File: src/rtl/cpu_run_ctrl.sv
// cpu_run_ctrl: host-side run controller that sits in front of the pipelined CPU.
//
// A start request captures an argument, holds the CPU in reset for CLR_CYCLES,
// then runs the CPU. The run finishes once ANS0 and ANS1 have stayed unchanged
// for STABLE_CYCLES consecutive RUN cycles. At that point the answers and the
// RUN-cycle count are latched for the host.
//
// Optional feature macro: RUN_TIMEOUT_EN. When it is defined, a run that reaches
// MAX_CYCLES without settling is closed out with timeout_o=1.
//
// Ports:
//   clk_i, rst_ni       clock; asynchronous active-low reset
//   start_i, abort_i    host start (IDLE/DONE only) and abort (CLEAR/RUN only)
//   arg_i               argument for the CPU number input, captured on an accepted start
//   busy_o, done_o      status: busy in CLEAR/RUN, done in DONE
//   timeout_o           the last run ended on the cycle limit
//   result0_o/1_o       latched ANS0/ANS1
//   run_cycles_o        RUN cycles of the last completed run
//   cpu_rst_o           CPU reset, active-low
//   cpu_en_o            CPU enable
//   cpu_number_o        CPU number input
//   cpu_ans0_i/1_i      CPU answers
module cpu_run_ctrl #(
   parameter int unsigned STABLE_CYCLES = 8,
   parameter int unsigned CLR_CYCLES    = 2,
   parameter int unsigned MAX_CYCLES    = 4096
) (
   input  logic        clk_i,
   input  logic        rst_ni,
   input  logic        start_i,
   input  logic        abort_i,
   input  logic [31:0] arg_i,
   output logic        busy_o,
   output logic        done_o,
   output logic        timeout_o,
   output logic [31:0] result0_o,
   output logic [31:0] result1_o,
   output logic [31:0] run_cycles_o,
   output logic        cpu_rst_o,
   output logic        cpu_en_o,
   output logic [31:0] cpu_number_o,
   input  logic [31:0] cpu_ans0_i,
   input  logic [31:0] cpu_ans1_i
);

   localparam int unsigned ClrW = (CLR_CYCLES > 1) ? $clog2(CLR_CYCLES) : 1;
   localparam int unsigned StW  = $clog2(STABLE_CYCLES + 1);
   localparam logic [ClrW-1:0] ClrLast   = ClrW'(CLR_CYCLES - 1);
   localparam logic [StW-1:0]  StableTgt = StW'(STABLE_CYCLES);
   localparam logic [31:0]     MaxCyc    = 32'(MAX_CYCLES);

   // Elaboration-time sanity checks on the configuration.
   if (STABLE_CYCLES < 1) begin : g_bad_stable
      $error("STABLE_CYCLES must be at least 1");
   end
   if (CLR_CYCLES < 1) begin : g_bad_clr
      $error("CLR_CYCLES must be at least 1");
   end
   if (MaxCyc == 32'd0) begin : g_bad_max
      $error("MAX_CYCLES must be at least 1");
   end

   typedef enum logic [1:0] {StIdle, StClear, StRun, StDone} state_e;

   state_e          state_q, state_d;
   logic [ClrW-1:0] clr_cnt_q, clr_cnt_d;
   logic [StW-1:0]  stable_q, stable_d;
   logic [31:0]     cyc_q, cyc_d;
   logic [31:0]     prev0_q, prev0_d, prev1_q, prev1_d;
   logic [31:0]     result0_q, result0_d, result1_q, result1_d;
   logic [31:0]     run_cycles_q, run_cycles_d;
   logic [31:0]     number_q, number_d;
`ifdef RUN_TIMEOUT_EN
   logic            timeout_q, timeout_d;
`endif

   always_comb begin
      state_d      = state_q;
      clr_cnt_d    = clr_cnt_q;
      stable_d     = stable_q;
      cyc_d        = cyc_q;
      prev0_d      = prev0_q;
      prev1_d      = prev1_q;
      result0_d    = result0_q;
      result1_d    = result1_q;
      run_cycles_d = run_cycles_q;
      number_d     = number_q;
`ifdef RUN_TIMEOUT_EN
      timeout_d    = timeout_q;
`endif
      unique case (state_q)
         StIdle, StDone: begin
            if (start_i) begin
               number_d  = arg_i;
               cyc_d     = '0;
               stable_d  = '0;
               clr_cnt_d = '0;
`ifdef RUN_TIMEOUT_EN
               timeout_d = 1'b0;
`endif
               state_d   = StClear;
            end
         end
         StClear: begin
            if (abort_i) begin
               state_d = StIdle;
            end else if (clr_cnt_q == ClrLast) begin
               clr_cnt_d = '0;
               state_d   = StRun;
            end else begin
               clr_cnt_d = clr_cnt_q + ClrW'(1);
            end
         end
         StRun: begin
            if (abort_i) begin
               state_d = StIdle;
            end else begin
               cyc_d   = (cyc_q == 32'hFFFF_FFFF) ? cyc_q : cyc_q + 32'd1;
               prev0_d = cpu_ans0_i;
               prev1_d = cpu_ans1_i;
               // cyc_q is zero only in the first RUN cycle, when prev is not yet valid.
               if (cyc_q == 32'd0) begin
                  stable_d = '0;
               end else if (cpu_ans0_i == prev0_q && cpu_ans1_i == prev1_q) begin
                  stable_d = stable_q + StW'(1);
               end else begin
                  stable_d = '0;
               end
               if (stable_d == StableTgt) begin
                  result0_d    = cpu_ans0_i;
                  result1_d    = cpu_ans1_i;
                  run_cycles_d = cyc_d;
                  state_d      = StDone;
               end
`ifdef RUN_TIMEOUT_EN
               // Stability takes precedence when both land on the same cycle.
               else if (cyc_d == MaxCyc) begin
                  result0_d    = cpu_ans0_i;
                  result1_d    = cpu_ans1_i;
                  run_cycles_d = MaxCyc;
                  timeout_d    = 1'b1;
                  state_d      = StDone;
               end
`endif
            end
         end
         default: state_d = StIdle;
      endcase
   end

   always_ff @(posedge clk_i or negedge rst_ni) begin
      if (!rst_ni) begin
         state_q      <= StIdle;
         clr_cnt_q    <= '0;
         stable_q     <= '0;
         cyc_q        <= '0;
         prev0_q      <= '0;
         prev1_q      <= '0;
         result0_q    <= '0;
         result1_q    <= '0;
         run_cycles_q <= '0;
         number_q     <= '0;
      end else begin
         state_q      <= state_d;
         clr_cnt_q    <= clr_cnt_d;
         stable_q     <= stable_d;
         cyc_q        <= cyc_d;
         prev0_q      <= prev0_d;
         prev1_q      <= prev1_d;
         result0_q    <= result0_d;
         result1_q    <= result1_d;
         run_cycles_q <= run_cycles_d;
         number_q     <= number_d;
      end
   end

`ifdef RUN_TIMEOUT_EN
   always_ff @(posedge clk_i or negedge rst_ni) begin
      if (!rst_ni) begin
         timeout_q <= 1'b0;
      end else begin
         timeout_q <= timeout_d;
      end
   end
   assign timeout_o = timeout_q;
`else
   assign timeout_o = 1'b0;
`endif

   // Status and CPU controls are decoded straight from the state register.
   assign busy_o       = (state_q == StClear) || (state_q == StRun);
   assign done_o       = (state_q == StDone);
   // CPU leaves reset in RUN and stays out of it in DONE so its state can be inspected.
   assign cpu_rst_o    = (state_q == StRun) || (state_q == StDone);
   assign cpu_en_o     = (state_q == StRun);
   assign cpu_number_o = number_q;
   assign result0_o    = result0_q;
   assign result1_o    = result1_q;
   assign run_cycles_o = run_cycles_q;

endmodule
File: config.mk
export PLATFORM = sky130hd
export DESIGN_NAME = cpu_run_ctrl
export DESIGN_NICKNAME = d
export VERILOG_FILES = /design/src/rtl/cpu_run_ctrl.sv
export SDC_FILE = /design/constraint.sdc
export NUM_CORES = 1
export LEC_CHECK = 0
export ABC_AREA = 1
export BUFFER_PORTS_ARGS = -buffer_cell sky130_fd_sc_hd__buf_2
export CAP_MARGIN = 25
export CORE_UTILIZATION = 40
export CTS_BUF_LIST = sky130_fd_sc_hd__clkbuf_8
export CTS_CLUSTER_SIZE = 20
export DETAILED_ROUTE_END_ITERATION = 8
export GPL_TIMING_DRIVEN = 0
export HOLD_SLACK_MARGIN = 0.03
export SYNTH_ARGS = -nofsm -noshare
export SYNTH_HDL_FRONTEND = slang
export SYNTH_SLANG_ARGS = --single-unit
File: constraint.sdc
create_clock -name clk_i -period 4.6 [get_ports clk_i]
set_input_delay 0.23 -clock clk_i [delete_from_list [all_inputs] [get_ports clk_i]]
set_output_delay 0.23 -clock clk_i [all_outputs]
set_load 0.005 [all_outputs]
==> impl_metrics.json, run 1 <==
{
  "outcome": "finished clean",
  "cts_tree": "built",
  "rrSetupSlack_ns": 1.70,
  "post_drt_wl_per_cell_um": 15.1,
  "layout_setup_ws_ns": 1.70,
  "die_w_um": 171,
  "die_h_um": 171,
  "synth_area_leader_cell": "dfrtp_1",
  "synth_cell_types": 34,
  "overflow": 0,
  "path_cells": "inv_1 > ha_1 > inv_1 > nor2_4 > inv_2 > nor2_2 > a31oi_4 > inv_1 > buf_2 > buf_2 > o22ai_1",
  "critical_path_class": "flop to flop",
  "busiest_layer": "met2",
  "min_to": "prev0_q[27]",
  "grt_pass1_wl_mm": 53.6,
  "worst_path_max_delay_cell": "nor2_2",
  "rr_startpoint": "state_q[0]",
  "hold_path_class": "input port to flop",
  "cts.clk_slew.worst_paths_ns": 0.06,
  "num_antenna_cells": 0,
  "place_congestion": 0.906,
  "start_util_pct": 40.9,
  "synth_area_sq_um": 11400,
  "met3_usage_pct": 4.09,
  "avgSynthCellArea_sq_um": 8.07,
  "gr-usage-met2_pct": 38.7,
  "place.port_buffers": 231,
  "fin_crit_sh_pct": 63.0,
  "slew_viol_final": 0,
  "firstDrtPassIters": 5,
  "htreeDepth": 2,
  "r2r_end": "cyc_q[12]",
  "drive_gt1_share_pct": 20.0,
  "critPathLaunchType": "flop",
  "area_growth_syn_to_layout_pct": 29.7,
  "cp-startpoint": "state_q[0]",
  "cts.sinks": 231,
  "p_leak_nw": 7.83,
  "synthTopCellsByArea": "dfrtp_1 51%, nand2_1 15%, inv_1 6.8%",
  "clock-root-buffer": "clkbuf_8",
  "relSlewSlack_pct": 49.2,
  "routed_wl_mm": 33.0,
  "hold_violations": 0,
  "synthDominantCellAreaShare_pct": 50.5,
  "floorplan.rows": 61,
  "ios": 233,
  "finalPower_mw": 6.44,
  "grt_antenna_before_repair": 0,
  "reg2regPathDepth": 11,
  "postRouteAntennaNets": 0,
  "drc": 0,
  "max_slew.worst_pin.slew_ns": 0.761,
  "ir_drop_mv": 0.317,
  "synth_cells": 1417,
  "dpl.hpwl_mm": 24.0,
  "min_from": "cpu_ans0_i[27]",
  "place_ws_ns": 1.66,
  "max_cap_viol_count": 0,
  "postCtsSetupRepairBufs": 0,
  "ys_ff_latch": 231,
  "num_vias": 10300,
  "cp_slowest_stage_delay_ns": 0.54,
  "fin_skew_ns": 0.0177,
  "grt_usage_pct": 23.4,
  "crit_top_cell": "inv_1",
  "drtIter0Drc": 617,
  "numCtsBuffers": 43,
  "synth.net_count": 1523,
  "min_period_ns": 2.90,
  "first_global_vias": 10200,
  "critPathMaxFanout": 10,
  "dieArea_sq_um": 29300,
  "setup_viol": 0,
  "rsz0062_at_grt": "false",
  "seq_area_frac_synth_pct": 50.5,
  "min_path_cells": 3,
  "worst_setup_path_end_kind": "flop",
  "ys_warn_count": 0,
  "fin_tns_setup_ns": 0,
  "multi_input_area_sq_um": 4570,
  "crit_required_ns": 4.98,
  "p_per_area_nw_per_um2": 434,
  "use_met1_pct": 31.4,
  "clk_latency_ns": 0.54,
  "crit_arrival_ns": 3.28,
  "max-clock-path-buffers": 3,
  "regArea_sq_um": 5780,
  "grt_max_degree": 88,
  "vias_per_cell": 4.69,
  "nNetsFinal": 1896,
  "coreArea_sq_um": 27900,
  "fillers": 2731,
  "max_freq_mhz": 345
}
[cells by family (layout without fill, tap and decap cells)]
| logic type | Yosys count | in the layout | share of synthesized area, % |
|---|---|---|---|
| buffers and inverters | 267 | 664 | 9.46 |
| XOR/XNOR | 67 | 67 | 5.13 |
| multiplexers | 32 | 32 | 3.15 |
| AO/OA/AOI/OAI | 168 | 168 | 8.05 |
| AND/OR/NAND/NOR | 645 | 645 | 23.0 |
| flip-flops | 231 | 231 | 50.5 |
| adder cells (fa/ha/maj) | 6 | 6 | 0.656 |
| other | 1 | 1 | 0.0328 |
[worst max path at each step]
stage                          to  slack, ns  cells past startpoint
finish                  cyc_q[12]       1.70                     11
global route            cyc_q[14]       1.48                     11
CTS                      cyc_q[7]       1.65                     11
detailed placement       cyc_q[7]       1.66                     11
global placement    result0_o[25]      -1.04                      1
floorplan               cyc_q[10]       2.55                     11
[stage by stage]
| step | hold slack [ns] | util (%) | instance area (sq um) | instances |
|---|---|---|---|---|
| 4_1_cts | 0.0404 | 53.1 | 14800 | 2192 |
| 2_1_floorplan | -0.0656 | - | 11400 | 1417 |
| 3_5_place_dp | 0.190 | 47.0 | 13100 | 2028 |
| 5_1_grt | 0.0562 | 53.1 | 14800 | 2192 |
| 3_3_place_gp | 0.452 | 46.8 | 13100 | 2026 |
| 6_report | 0.0673 | 53.1 | 14800 | 2192 |
[metal layers]
layer  vias to the layer above  wire, um
li1                       5143         -
met1                      4790     15100
met2                       296     15300
met3                        56      1840
met4                         0       790
met5                         -         0
[Yosys cell counts, drive strengths merged]
cell type / n
nand4: 47
nor2: 94
buf: 27
nand3: 14
o22ai: 14
o21ai: 142
clkbuf: 26
nand2: 467
nand3b: 1
o31ai: 1
dfrtp: 231
xor2: 45
a22o: 3
nor4: 1
nor3: 19
xnor2: 22
ha: 6
a31oi: 2
inv: 214
mux2: 32
or2: 2
conb: 1
a21oi: 6
[cell type report]
class | count | area share, %
buffer | 53 | 1.88
clock buffer | 49 | 4.55
clock inverter | 20 | 0.548
inverter | 214 | 5.41
multi-input combinational | 919 | 30.8
sequential | 231 | 39.0
tap | 378 | 3.19
timing repair buffer | 328 | 14.6
[placed cells by master, fill, tap and decap left out, types with 14 or more instances in the layout]
cell,n
nand2_1,465
dfrtp_1,231
nor3_1,19
nand3_1,14
dlygate4sd3_1,95
clkbuf_8,49
nor2_1,90
o21ai_1,33
o21ai_0,102
o22ai_1,14
xor2_1,45
buf_2,240
clkbuf_1,26
nand4_1,46
inv_1,224
mux2_2,32
xnor2_1,22
[state kept, by name (all words and copies together), names as in the netlist]
register      count
state_q           2
prev0_q          32
stable_q          4
clr_cnt_q         1
cyc_q            32
result1_o        32
cpu_number_o     32
result0_o        32
prev1_q          32
run_cycles_o     32
[critical path, delay by kind of cell, from the launching register on]
family	cells	cell delay, ns
and+or+nand+nor	2	0.85
DFF	1	0.41
buffers and inverters	6	0.98
AOI/OAI and AO/OA	2	0.27
adders and majority gates	1	0.22
[what timing repair did]
| action | in CTS | in global routing |
|---|---|---|
| hold buffers | 95 | 0 |
| endpoints found under the hold margin | 203 | 0 |
| endpoints found under the setup margin | 0 | 0 |
| gates resized for setup | 0 | 0 |
[report_power, final]
group	internal (mW)	switching [mW]	leakage [nW]
logic	0.817	1.07	4.46
clock network	0.957	0.840	0.451
registers	2.48	0.269	2.92
Note: power is estimated with default switching activity, not from simulation.
==> run 2: changes to the inputs <==
- clock period: 4.6 -> 2.7 ns (I/O delays scaled with it)
==> run 2 against run 1 <==
  * Worst setup slack got worse by 1.5 ns
  * Final area rose by 0.30%
  * Count of clock-buffer cells in the layout did not move
  * First-iteration DRC count fell by 5.0%
  * Non-clock buffer count rose by 4
  * Total power rose by 71%
  * Critical path type unchanged
  * Largest cell class unchanged
==> impl_metrics.json, run 2 (synthesis results as in run 1) <==
{
  "die_w_um": 171,
  "floorplan.rows": 61,
  "rrSetupSlack_ns": 0.21,
  "ir_drop_mv": 0.541,
  "dieArea_sq_um": 29300,
  "max_slew.worst_pin.slew_ns": 0.581,
  "start_util_pct": 40.9,
  "setup_viol": 0,
  "drc": 0,
  "grt_antenna_before_repair": 0,
  "area_growth_syn_to_layout_pct": 30.1,
  "crit_required_ns": 3.14,
  "min_path_cells": 6,
  "cts_tree": "built",
  "placed_area_sq_um": 13100,
  "swShare_pct": 33.9,
  "critical_path_class": "flop to flop",
  "max_cap_viol_count": 0,
  "nNetsFinal": 1900,
  "rr_startpoint": "cyc_q[0]",
  "fin_crit_sh_pct": 92.3,
  "ios": 233,
  "post_drt_wl_per_cell_um": 15.1,
  "fin_tns_setup_ns": 0,
  "post-route-cell-area_sq_um": 14900,
  "p_leak_nw": 7.85,
  "outcome": "finished clean",
  "p_per_area_nw_per_um2": 738,
  "place.port_buffers": 231,
  "netSwitchingPower_mw": 3.72,
  "final_common_cell": "nand2_1",
  "vias_per_cell": 4.68,
  "worst_setup_path_end_kind": "flop",
  "postRouteAntennaNets": 0,
  "timing.hold.ws_ns": 0.104,
  "numCtsBuffers": 43,
  "grt_pass1_wl_mm": 53.5,
  "crit_arrival_ns": 2.94,
  "clk_latency_ns": 0.54,
  "place_congestion": 0.906,
  "min_from": "abort_i",
  "combPwrFrac_pct": 29.5,
  "reg2regPathDepth": 11,
  "die_h_um": 171,
  "drive_gt1_share_pct": 20.1,
  "htreeDepth": 2,
  "sequentialPowerShare_pct": 42.7,
  "cts.clk_slew.worst_paths_ns": 0.06,
  "drtIter0Drc": 586,
  "routed_wl_mm": 33.2,
  "overflow": 0,
  "fin_skew_ns": 0.0182,
  "hold_violations": 0,
  "hold_path_class": "input port to flop",
  "cts.sinks": 231,
  "max_freq_mhz": 401,
  "coreArea_sq_um": 27900,
  "fillers": 2727,
  "rsz0062_at_grt": "false",
  "critPathLaunchType": "flop",
  "final_cell_mix": "465 x nand2_1, 241 x buf_2, 231 x dfrtp_1, 224 x inv_1, 102 x o21ai_0",
  "grt_usage_pct": 23.5,
  "num_vias": 10300,
  "clock-root-buffer": "clkbuf_8",
  "slew_viol_final": 0,
  "first_global_vias": 10200,
  "min_to": "state_q[1]",
  "clockPowerShare_pct": 27.9,
  "r2r_end": "run_cycles_o[18]",
  "firstDrtPassIters": 5,
  "dpl.hpwl_mm": 24.0,
  "min_period_ns": 2.49,
  "critPathMaxFanout": 10,
  "grt_max_degree": 88,
  "relSlewSlack_pct": 61.3,
  "num_antenna_cells": 0,
  "p_int_mw": 7.26,
  "max-clock-path-buffers": 3
}
## run 2: power by group through the flow
stage / sequential, mW / clock, mW / combinational (mW)
after floorplan: 4.67 / 0 / 2.07
after global placement: 4.68 / 0 / 3.03
after detailed placement: 4.72 / 0 / 3.11
after CTS: 4.67 / 3.15 / 3.24
after global routing: 4.78 / 3.31 / 3.68
final: 4.69 / 3.06 / 3.24
## run 2: area by class of cell
cell class | count | area [sq um] | area share (%)
sequential | 231 | 5780 | 38.8
multi-input combinational | 919 | 4580 | 30.8
timing repair buffer | 332 | 2210 | 14.8
inverter | 214 | 803 | 5.40
clock buffer | 49 | 674 | 4.53
tap | 378 | 473 | 3.18
buffer | 53 | 282 | 1.89
clock inverter | 20 | 81.3 | 0.546
## run 2: metal layers
layer / part of all wire (%) / global-route usage (%) / vias to the layer above
met5: 0 / 0 / -
met4: 2.3 / 6.75 / 0
met3: 5.5 / 4.12 / 54
met2: 47 / 39.0 / 287
met1: 46 / 31.3 / 4785
li1: - / - / 5153
## run 2: timing repair
| action | in CTS | in global routing |
|---|---|---|
| pin swaps | 1 | 0 |
| setup buffers | 1 | 0 |
| endpoints found under the setup margin | 10 | 11 |
| resized for setup | 1 | 5 |
| hold endpoints to repair | 293 | 0 |
| hold buffers | 98 | 0 |
## run 2: per-stage QoR
step	setup slack, ns	total power [mW]	util (%)	std cells
detailed placement	-0.236	7.83	47.0	2028
global route	0.0194	11.8	53.3	2196
global placement	-2.84	7.71	46.8	2026
floorplan	0.649	6.74	-	1417
finish	0.207	11.0	53.3	2196
CTS	0.0120	11.1	53.3	2196
## run 2: worst max path at each step
stage,start,to,slack (ns)
6_report,cyc_q[0],run_cycles_o[18],0.21
2_1_floorplan,state_q[0],cyc_q[10],0.65
3_3_place_gp,rst_ni,result0_o[25],-2.84
3_5_place_dp,state_q[0],cyc_q[7],-0.24
4_1_cts,cyc_q[0],run_cycles_o[14],0.01
5_1_grt,cyc_q[0],run_cycles_o[14],0.02
## run 2: critical path: stages, from the launching register on
cell,delay (ns)
dfrtp_1,0.40
inv_1,0.14
ha_1,0.17
nand2_1,0.05
nor2_1,0.13
nand2_1,0.07
nor2_1,0.20
nand2_2,0.15
o31ai_2,0.15
nand4_4,0.34
clkbuf_2,0.37
o21ai_0,0.23
